**src/rtl/counter_pkg.sv**
```systemverilog
// Shared types and constants for the serial-load counter and its sequencer.
package counter_pkg;
    typedef enum logic [2:0] {IDLE, SHIFT, LOAD, RUN, DONE} state_e;

    localparam int DEF_WIDTH = 8;

    // Bit positions of the counter control pins within ui_in.
    localparam int PIN_LOAD = 0;
    localparam int PIN_OE   = 1;
    localparam int PIN_SDI  = 2;
    localparam int PIN_SCLK = 3;
    localparam int PIN_UP   = 4;
    localparam int PIN_EN   = 5;
endpackage

```
**src/rtl/counter_seq_ctrl_if.sv**
```systemverilog
// Command handshake between a host and the counter sequencer.
interface counter_seq_ctrl_if #(
    parameter int WIDTH  = 8,
    parameter int STEP_W = 8
);
    logic              cmd_valid;
    logic              cmd_ready;
    logic [WIDTH-1:0]  cmd_value;
    logic [STEP_W-1:0] cmd_steps;
    logic              cmd_up;

    modport master (output cmd_valid, cmd_value, cmd_steps, cmd_up, input cmd_ready);
    modport slave  (input cmd_valid, cmd_value, cmd_steps, cmd_up, output cmd_ready);
endinterface

```
**src/rtl/serial_shifter_tx.sv**
```systemverilog
// Bit-serial transmitter: sends value LSB first on sdi with a divided sclk,
// and flags the final cycle of the last sclk-high half-period on last_o.
module serial_shifter_tx #(
    parameter int WIDTH    = 8,
    parameter int SCLK_DIV = 2
) (
    input  logic             clk,
    input  logic             rst_n,
    input  logic             ena_i,
    input  logic             start_i,
    input  logic [WIDTH-1:0] value_i,
    output logic             sdi_o,
    output logic             sclk_o,
    output logic             last_o
);
    localparam int DIV_W = (SCLK_DIV > 1) ? $clog2(SCLK_DIV) : 1;
    localparam int IDX_W = (WIDTH > 1) ? $clog2(WIDTH) : 1;

    logic             active_q, active_d;
    logic             sclk_q, sclk_d;
    logic             sdi_q, sdi_d;
    logic [DIV_W-1:0] div_q, div_d;
    logic [IDX_W-1:0] idx_q, idx_d;
    logic [WIDTH-1:0] sh_q, sh_d;
    logic             half_end, last_bit;

    assign half_end = (div_q == DIV_W'(SCLK_DIV - 1));
    assign last_bit = (idx_q == IDX_W'(WIDTH - 1));
    assign last_o   = active_q & ena_i & sclk_q & half_end & last_bit;
    assign sdi_o    = sdi_q;
    assign sclk_o   = sclk_q;

    always_comb begin
        active_d = active_q;
        sclk_d   = sclk_q;
        sdi_d    = sdi_q;
        div_d    = div_q;
        idx_d    = idx_q;
        sh_d     = sh_q;
        if (ena_i) begin
            if (start_i) begin
                active_d = 1'b1;
                sh_d     = value_i;
                sdi_d    = value_i[0];
                sclk_d   = 1'b0;
                div_d    = '0;
                idx_d    = '0;
            end else if (active_q) begin
                if (!half_end) begin
                    div_d = div_q + 1'b1;
                end else begin
                    div_d = '0;
                    if (!sclk_q) begin
                        sclk_d = 1'b1;
                    end else begin
                        // Falling sclk: the only place sdi may change.
                        sclk_d = 1'b0;
                        if (last_bit) begin
                            active_d = 1'b0;
                            sdi_d    = 1'b0;
                        end else begin
                            idx_d = idx_q + 1'b1;
                            sh_d  = sh_q >> 1;
                            sdi_d = sh_d[0];
                        end
                    end
                end
            end
        end
    end

    always_ff @(posedge clk or negedge rst_n) begin
        if (!rst_n) begin
            active_q <= 1'b0;
            sclk_q   <= 1'b0;
            sdi_q    <= 1'b0;
            div_q    <= '0;
            idx_q    <= '0;
            sh_q     <= '0;
        end else begin
            active_q <= active_d;
            sclk_q   <= sclk_d;
            sdi_q    <= sdi_d;
            div_q    <= div_d;
            idx_q    <= idx_d;
            sh_q     <= sh_d;
        end
    end
endmodule

```
**src/rtl/counter_seq_ctrl.sv**
```systemverilog
// Drives the serial-load counter's pins from one {value, steps, dir} command:
// shift value in, pulse load, then enable counting for `steps` cycles.
module counter_seq_ctrl
    import counter_pkg::*;
#(
    parameter int WIDTH    = DEF_WIDTH,
    parameter int SCLK_DIV = 2,
    parameter int STEP_W   = 8
) (
    input  logic               clk,
    input  logic               rst_n,
    input  logic               ena,
    counter_seq_ctrl_if.slave  cmd,
    output logic               sdi,
    output logic               sclk,
    output logic               load,
    output logic               en,
    output logic               up,
    output logic               busy,
    output logic               done
);
    state_e            state_q, state_d;
    logic [STEP_W-1:0] steps_q, steps_d;
    logic              dir_q, dir_d;
    logic              load_q, load_d;
    logic              en_q, en_d;
    logic              up_q, up_d;
    logic              busy_q, busy_d;
    logic              done_q, done_d;
    logic              accept, shift_last;

    assign cmd.cmd_ready = (state_q == IDLE) & ena;
    assign accept        = cmd.cmd_ready & cmd.cmd_valid;

    serial_shifter_tx #(.WIDTH(WIDTH), .SCLK_DIV(SCLK_DIV)) u_tx (
        .clk     (clk),
        .rst_n   (rst_n),
        .ena_i   (ena),
        .start_i (accept),
        .value_i (cmd.cmd_value),
        .sdi_o   (sdi),
        .sclk_o  (sclk),
        .last_o  (shift_last)
    );

    always_comb begin
        state_d = state_q;
        steps_d = steps_q;
        dir_d   = dir_q;
        load_d  = load_q;
        en_d    = en_q;
        up_d    = up_q;
        busy_d  = busy_q;
        done_d  = done_q;
        if (ena) begin
            case (state_q)
                IDLE: if (cmd.cmd_valid) begin
                    state_d = SHIFT;
                    busy_d  = 1'b1;
                    steps_d = cmd.cmd_steps;
                    dir_d   = cmd.cmd_up;
                end
                SHIFT: if (shift_last) begin
                    state_d = LOAD;
                    load_d  = 1'b1;
                    up_d    = dir_q;
                end
                LOAD: begin
                    load_d = 1'b0;
                    if (steps_q == '0) begin
                        state_d = DONE;
                        done_d  = 1'b1;
                        busy_d  = 1'b0;
                        up_d    = 1'b0;
                    end else begin
                        state_d = RUN;
                        en_d    = 1'b1;
                    end
                end
                RUN: begin
                    // steps_q counts the en cycles still owed, including this one.
                    if (steps_q == STEP_W'(1)) begin
                        state_d = DONE;
                        en_d    = 1'b0;
                        done_d  = 1'b1;
                        busy_d  = 1'b0;
                        up_d    = 1'b0;
                    end else begin
                        steps_d = steps_q - 1'b1;
                    end
                end
                DONE: begin
                    done_d  = 1'b0;
                    state_d = IDLE;
                end
                default: state_d = IDLE;
            endcase
        end
    end

    always_ff @(posedge clk or negedge rst_n) begin
        if (!rst_n) begin
            state_q <= IDLE;
            steps_q <= '0;
            dir_q   <= 1'b0;
            load_q  <= 1'b0;
            en_q    <= 1'b0;
            up_q    <= 1'b0;
            busy_q  <= 1'b0;
            done_q  <= 1'b0;
        end else begin
            state_q <= state_d;
            steps_q <= steps_d;
            dir_q   <= dir_d;
            load_q  <= load_d;
            en_q    <= en_d;
            up_q    <= up_d;
            busy_q  <= busy_d;
            done_q  <= done_d;
        end
    end

    assign load = load_q;
    assign en   = en_q;
    assign up   = up_q;
    assign busy = busy_q;
    assign done = done_q;
endmodule

```
**src/flat_wrapper.sv**
```systemverilog
// flat-port wrapper written by rule: the top's interface ports become plain ports
module counter_seq_ctrl_flat import counter_pkg::*;
#(
    parameter int WIDTH    = DEF_WIDTH,
    parameter int SCLK_DIV = 2,
    parameter int STEP_W   = 8
)
  (clk, rst_n, ena, sdi, sclk, load, en, up, busy, done, cmd_cmd_valid, cmd_cmd_value, cmd_cmd_steps, cmd_cmd_up, cmd_cmd_ready);
  counter_seq_ctrl_if #(.WIDTH(WIDTH), .STEP_W(STEP_W)) cmd_i ();
  input  logic clk;
  input  logic rst_n;
  input  logic ena;
  output logic sdi;
  output logic sclk;
  output logic load;
  output logic en;
  output logic up;
  output logic busy;
  output logic done;
  input wire logic [$bits(cmd_i.cmd_valid)-1:0] cmd_cmd_valid;
  input wire logic [$bits(cmd_i.cmd_value)-1:0] cmd_cmd_value;
  input wire logic [$bits(cmd_i.cmd_steps)-1:0] cmd_cmd_steps;
  input wire logic [$bits(cmd_i.cmd_up)-1:0] cmd_cmd_up;
  output wire logic [$bits(cmd_i.cmd_ready)-1:0] cmd_cmd_ready;
  assign cmd_i.cmd_valid = cmd_cmd_valid;
  assign cmd_i.cmd_value = cmd_cmd_value;
  assign cmd_i.cmd_steps = cmd_cmd_steps;
  assign cmd_i.cmd_up = cmd_cmd_up;
  assign cmd_cmd_ready = cmd_i.cmd_ready;
  counter_seq_ctrl #(.WIDTH(WIDTH), .SCLK_DIV(SCLK_DIV), .STEP_W(STEP_W)) u_core (.clk(clk), .rst_n(rst_n), .ena(ena), .cmd(cmd_i), .sdi(sdi), .sclk(sclk), .load(load), .en(en), .up(up), .busy(busy), .done(done));
endmodule
```
**config.mk**
```make
export PLATFORM = sky130hd
export DESIGN_NAME = counter_seq_ctrl_flat
export DESIGN_NICKNAME = d
export VERILOG_FILES = /design/src/rtl/counter_pkg.sv /design/src/rtl/counter_seq_ctrl_if.sv /design/src/rtl/serial_shifter_tx.sv /design/src/rtl/counter_seq_ctrl.sv /design/src/flat_wrapper.sv
export SDC_FILE = /design/constraint.sdc
export NUM_CORES = 1
export LEC_CHECK = 0
export BUFFER_PORTS_ARGS = -buffer_cell sky130_fd_sc_hd__buf_4
export CAP_MARGIN = 25
export CORE_UTILIZATION = 30
export DETAILED_ROUTE_END_ITERATION = 10
export PLACE_DENSITY = 0.59
export SETUP_SLACK_MARGIN = 0.3
export SYNTH_ARGS = -nofsm -noshare
export SYNTH_HDL_FRONTEND = slang
export SYNTH_SLANG_ARGS = --single-unit
```
**constraint.sdc**
```tcl
create_clock -name clk -period 1.7 [get_ports clk]
set_input_delay 0.255 -clock clk [delete_from_list [all_inputs] [get_ports clk]]
set_output_delay 0.255 -clock clk [all_outputs]
set_load 0.02 [all_outputs]
```
## Yosys cells after proc, flatten, opt, wreduce, memory -nomap -nowiden

Cells that the tools add are included.
Widths: inputs -> output; s select.

- Output and inout bits: 8
- Memories kept: 0
- RAM bits: 0
- Register bits after elaboration: 32
- Logic and storage cells: 107
- Input port bits: 21
- Latch bits: 0
- Memory bits (read-only): 0

- Equal/unequal tests: 13
- Multipliers: 0
- Div/mod/pow operators: 0
- Shift operators: 0
- Mux-type cells: 48
- Magnitude comparators: 0
- Bitwise logic cells: 6
- $add $sub $neg: 3
- Reductions and logical operators: 23

Operators by type and width:

| cell | count |
|---|---|
| $mux 8 | 7 |
| $mux 3 | 9 |
| $mux 1 | 25 |
| $reduce_and 4->1 | 5 |
| $pmux 8 s2 | 1 |
| $reduce_and 5->1 | 3 |
| $pmux 3 s4 | 1 |
| $reduce_bool 2->1 | 6 |
| $pmux 1 s3 | 3 |
| $reduce_and 3->1 | 3 |
| $reduce_bool 3->1 | 3 |
| $eq 8x1->1 const B | 1 |
| $logic_not 8->1 | 1 |
| $ne 2x1->1 const B | 4 |
| $sub 8x1->8 const B | 1 |
| $and 1x1->1 | 6 |
| $eq 3x2->1 const B | 2 |
| $eq 3x3->1 const B | 2 |
| $ne 2x2->1 const B | 3 |
| $pmux 1 s2 | 2 |
| $add 3x1->3 const B | 1 |
| $eq 3x1->1 const B | 1 |
| $logic_not 3->1 | 1 |
| $reduce_and 2->1 | 1 |
| $add 1x1->1 const B | 1 |

## Longest topological paths before layout

- Word-level depth: 6
- Mapped depth: 6
- Depth with buffers taken out: 6

## By module

A second synthesis with hierarchy kept.

- Cell total of the unflattened synthesis: 205
- Area total of the unflattened synthesis: 1894.3 µm²

By module, submodules not included:

| module | cells an instance | seq. area each (µm²) | area each (µm²) | instances |
|---|---|---|---|---|
| counter_seq_ctrl | 125 | 425.4 | 1113.6 | 1 |
| serial_shifter_tx | 80 | 350.3 | 780.7 | 1 |

## Worst setup path before layout

OpenSTA, ideal clock, no wires.

- Kind: reg-to-reg
- From: reg u_core.state_q[0]
- To: reg u_core.u_tx.sdi_q (netlist: u_core.u_tx.sdi_o)
- Path slack: -0.289 ns
- Data required time: 1.574 ns
- Cell stages (with the launch flop): 6
- Data arrival time: 1.862 ns
- Clock period less this slack: 1.989 ns
- Buffers on the path: 2
- Setup time: 0.126 ns
- Cell sequence: dfrtp_1 -> buf_2 -> nor4b_1 -> and2_1 -> buf_4 -> o21ai_0

- Word-level cells in the longest chain between the ends: 5
- Elaborated cells on any way between the ends: 8
- Classes of those cells: mux: 1; bitwise: 2; reduce/logical: 5

RTL lines:

| item | line | source |
|---|---|---|
| start, declared | counter_seq_ctrl.sv:22 | `state_e state_q, state_d;` |
| start signal, assigned | counter_seq_ctrl.sv:112 | `state_q <= state_d;` |
| $logic_not 3->1 * | counter_seq_ctrl.sv:32 | `assign cmd.cmd_ready = (state_q == IDLE) & ena;` |
| $and 1x1->1 * | counter_seq_ctrl.sv:32 |  |
| via cmd_cmd_ready | flat_wrapper.sv:24 | `output wire logic [$bits(cmd_i.cmd_ready)-1:0] cmd_cmd_ready;` |
| $and 1x1->1 * | counter_seq_ctrl.sv:33 | `assign accept = cmd.cmd_ready & cmd.cmd_valid;` |
| $reduce_bool 2->1 (no source line) | -- |  |
| $reduce_and 4->1 (no source line) | -- |  |
| end signal, assigned | serial_shifter_tx.sv:83 | `sdi_q <= sdi_d;` |
| end, declared | serial_shifter_tx.sv:21 | `logic sdi_q, sdi_d;` |

Mark *: on every way through the listed nets, which the timed path passes. The rest lies on a longest branch.
A chain may end at the register's enable or synchronous reset.

## Worst setup path after layout

- From: reg u_core.steps_q[3]
- To: reg u_core.en_q (netlist: u_core.en)

- Word-level cells in the longest chain between the ends: 3
- Elaborated cells on any way between the ends: 5
- Classes of those cells: eq/ne: 3; reduce/logical: 2

RTL lines:

| item | line | source |
|---|---|---|
| start, declared | counter_seq_ctrl.sv:23 | `logic [STEP_W-1:0] steps_q, steps_d;` |
| start signal, assigned | counter_seq_ctrl.sv:113 | `steps_q <= steps_d;` |
| $eq 8x1->1 or $logic_not 8->1 (tied branches) | counter_seq_ctrl.sv:82, counter_seq_ctrl.sv:70 |  |
| $ne 2x1->1 (no source line) or $ne 2x2->1 (tied branches) | -- |  |
| $reduce_and 4->1 (no source line) * | -- |  |
| end signal, assigned | counter_seq_ctrl.sv:116 | `en_q <= en_d;` |
| end, declared | counter_seq_ctrl.sv:26 | `logic en_q, en_d;` |

Every way passes the cells marked *; elsewhere a longest branch is shown, timed or not.

==> reports/metrics.csv <==
stage;metric;value;unit
timing;fmax;0.622;GHz
hold_path;HP Class;in2reg;
cells_and_area;commonest non-fill, non-tap cell in the layout;buf_4;
cells_and_area;commonest non-fill, non-tap cells in the layout;54 x buf_4, 29 x dfrtp_1, 19 x nand2_1;
timing;setup violators final;0;
routing;remaining antenna violation count after routing;0;
worst_setup_path;startpoint types;register;
clock_network;Max H-tree Level;2;
worst_setup_path;Worst Path Max Fanout;5;
timing;Clock Skews;0.00489;ns
power;Leak;1.14;nW
routing;initial drt markers;73;
synth;Cells after Synth;178;
die;cell row count;27;
timing;final critical-path required period;1.61;ns
synth;Post-synth EDFFs;0;
routing;routed length on met1;2160;um
synth;#FFs+latches synth;31;
placement;dpl ws;0.0142;ns
routing;Vias;1652;
clock_network;CTS tree;built;
routing;top sig layer;met4;
die;Die Y;78.8;um
timing;Rel. slew slack;73.0;%
synth;ys async rst share;100;%
cells_and_area;fin nets;267;
synth;sequential area share after synthesis;43.8;%
cells_and_area;Synth-to-Final Area Change;51.8;%
routing;Met2 Wirelength;2380;um
clock_network;CTS clk-pin slew, worst paths;0.07;ns
clock_network;latest clock arrival within the worst-skew pair;0.28;ns
worst_setup_path;Setup CP Type;reg2reg;
worst_setup_path;Crit. End Element;register;
clock_network;clock sinks;31;
placement;RD Place Congestion;0.834;
routing;drt pass-1 iters;4;
die;core area;5610;sq um
cells_and_area;multi-input logic area;1180;sq um
timing;RSZ-0062 raised after global routing;true;
timing;fin. max-slew vios;0;
global_routing;initial antenna violation count;0;
cells_and_area;finished layout cell area;2690;sq um
worst_setup_path;CP required;1.86;ns
global_routing;first-pass GRT wire length;7640;um
synth;post-synth cell types;45;
global_routing;gr usage total;15.8;%
cells_and_area;ratio of cells with drive above 1 in the final layout;50.4;%
die;Ports;29;
die;Initial Util;31.5;%
clock_network;CTS Root Cell;clkbuf_8;
timing;Final WS setup;0.0910;ns
timing;worst-margin pin slew;0.405;ns
run_status;status;finished, final reports clean;
synth;yosys warns;0;
synth;syn_area_per_cell;9.94;sq um
timing;Fin. Hold Viols;0;
worst_setup_path;Critical Path Start;u_core.steps_q[3]$_DFFE_PN0P_;
hold_path;Hold Startpoint;cmd_cmd_up;
placement;DP HPWL;2870;um
placement;cell area after placement;2170;sq um
clock_network;Inserted Clock Buffers;5;
timing;Tcrit/Tclk final;94.6;%
synth;Net Count, Synth;203;
global_routing;vias in the first global route;1639;
placement;PortBufs;28;
power;largest vdd supply drop;0.388;mV
clock_network;Max Root-Sink Buffers;2;
synth;Main synth FF type;dfrtp_1;
synth;mapped cell area;1770;sq um
routing;Vias/cell;5.26;
worst_setup_path;Reg-to-Reg Start;u_core.steps_q[3]$_DFFE_PN0P_;
routing;routed len/inst;15.3;um
cells_and_area;Reg area;778;sq um
routing;DRT Wirelength;4800;um
cells_and_area;Filler cells;526;
power;pwr dens;926;nW/um^2
die;Die W;78.8;um
worst_setup_path;CP arrival;1.77;ns
power;total power;2.49;mW
routing;DRC Markers;0;
run;max_cap viols;0;
cells_and_area;ant diodes;0;
die;die area;6210;sq um
timing;setup tns final;0;ns
routing;metal3 WL;189;um
global_routing;largest net degree at the start of global routing;32;
global_routing;Congestion Overflow GR;0;
## metal layers
layer	track usage, %	vias up
met5	0	-
met4	4.81	0
met3	3.56	9
met2	26.3	44
met1	20.2	807
li1	-	792
## cell usage after synthesis, types with 3 or more instances
cell	instances	share of area (%)
o221ai_1	6	3.0
ha_1	4	2.8
buf_4	3	1.3
nor3_1	6	1.7
a21oi_1	12	3.4
o31ai_1	4	1.7
mux2i_1	7	4.0
nor3b_1	3	1.3
inv_1	4	0.85
o21ai_0	19	5.4
dfrtp_1	31	44
nand2_1	23	4.9
o2bb2ai_1	7	3.5
nor2_1	8	1.7
clkbuf_1	5	1.1
## stage by stage
step	cells	utilization (%)	hold WS, ns
2_1_floorplan	178	-	-0.0406
3_3_place_gp	284	38.7	0.222
3_5_place_dp	284	38.7	0.220
4_1_cts	307	45.1	0.167
5_1_grt	314	47.9	0.187
6_report	314	47.9	0.174
## sequential cells by signal, summed over array words and instances (netlist names)
signal	flops
u_core.u_tx.sdi_o	1
u_core.u_tx.sclk_o	1
u_core.en	1
u_core.busy	1
u_core.dir_q	1
u_core.load	1
u_core.steps_q	8
u_core.u_tx.sh_q	7
u_core.done	1
u_core.u_tx.idx_q	3
u_core.u_tx.div_q	1
u_core.u_tx.active_q	1
u_core.up	1
u_core.state_q	3
## what timing repair did
item | in CTS | in global routing
pin swaps | 14 | 10
cloned | 1 | 2
endpoints found under the hold margin | 31 | 0
endpoints found under the setup margin | 31 | 31
buffers inserted | 14 | 5
gates resized for setup | 26 | 31
hold buffers | 1 | 0
## logic make-up (layout without fill, tap and decap cells)
family	count (synthesis)	after routing	share of synthesized area (%)
XOR/XNOR	3	3	1.49
buffers and inverters	14	75	4.10
flip-flops	31	31	43.8
AO/OA/AOI/OAI	56	56	21.8
AND/OR/NAND/NOR	62	65	21.1
multiplexers	8	8	4.81
adder cells (fa/ha/maj)	4	4	2.83
## path summary, 6_finish.rpt
check	to	slack, ns	cells after the start
worst min-delay path	u_core.dir_q$_DFFE_PN0P_	0.17	3
max in group asynchronous	u_core.steps_q[5]$_DFFE_PN0P_	0.93	2
worst max register to register	u_core.en$_DFFE_PN0P_	0.09	5
min in group asynchronous	u_core.u_tx.active_q$_DFFE_PN0P_	0.45	2
worst max-delay path	u_core.en$_DFFE_PN0P_	0.09	5
worst min register to register	u_core.dir_q$_DFFE_PN0P_	0.50	2
## worst max-delay path, stage by stage, from the launching register on
cell,delay [ns]
dfrtp_1,0.40
buf_4,0.15
nor2_1,0.26
a31oi_4,0.19
nand3b_4,0.21
o32a_1,0.29
## final cells by class
class                           instances  share of cell area [%]
Multi-Input combinational cell        136                    43.9
Sequential cell                        31                    29.0
Timing Repair Buffer                   64                    19.9
Tap cell                               72                    3.36
Clock buffer                            6                    3.08
Inverter                                4                   0.559
Clock inverter                          1                   0.186
## power by group
group,internal (mW),switching (mW)
clock,0.317,0.273
combinational,0.453,0.405
sequential,0.902,0.135
total,1.67,0.813
No activity file was read; power rests on OpenSTA's default activity.
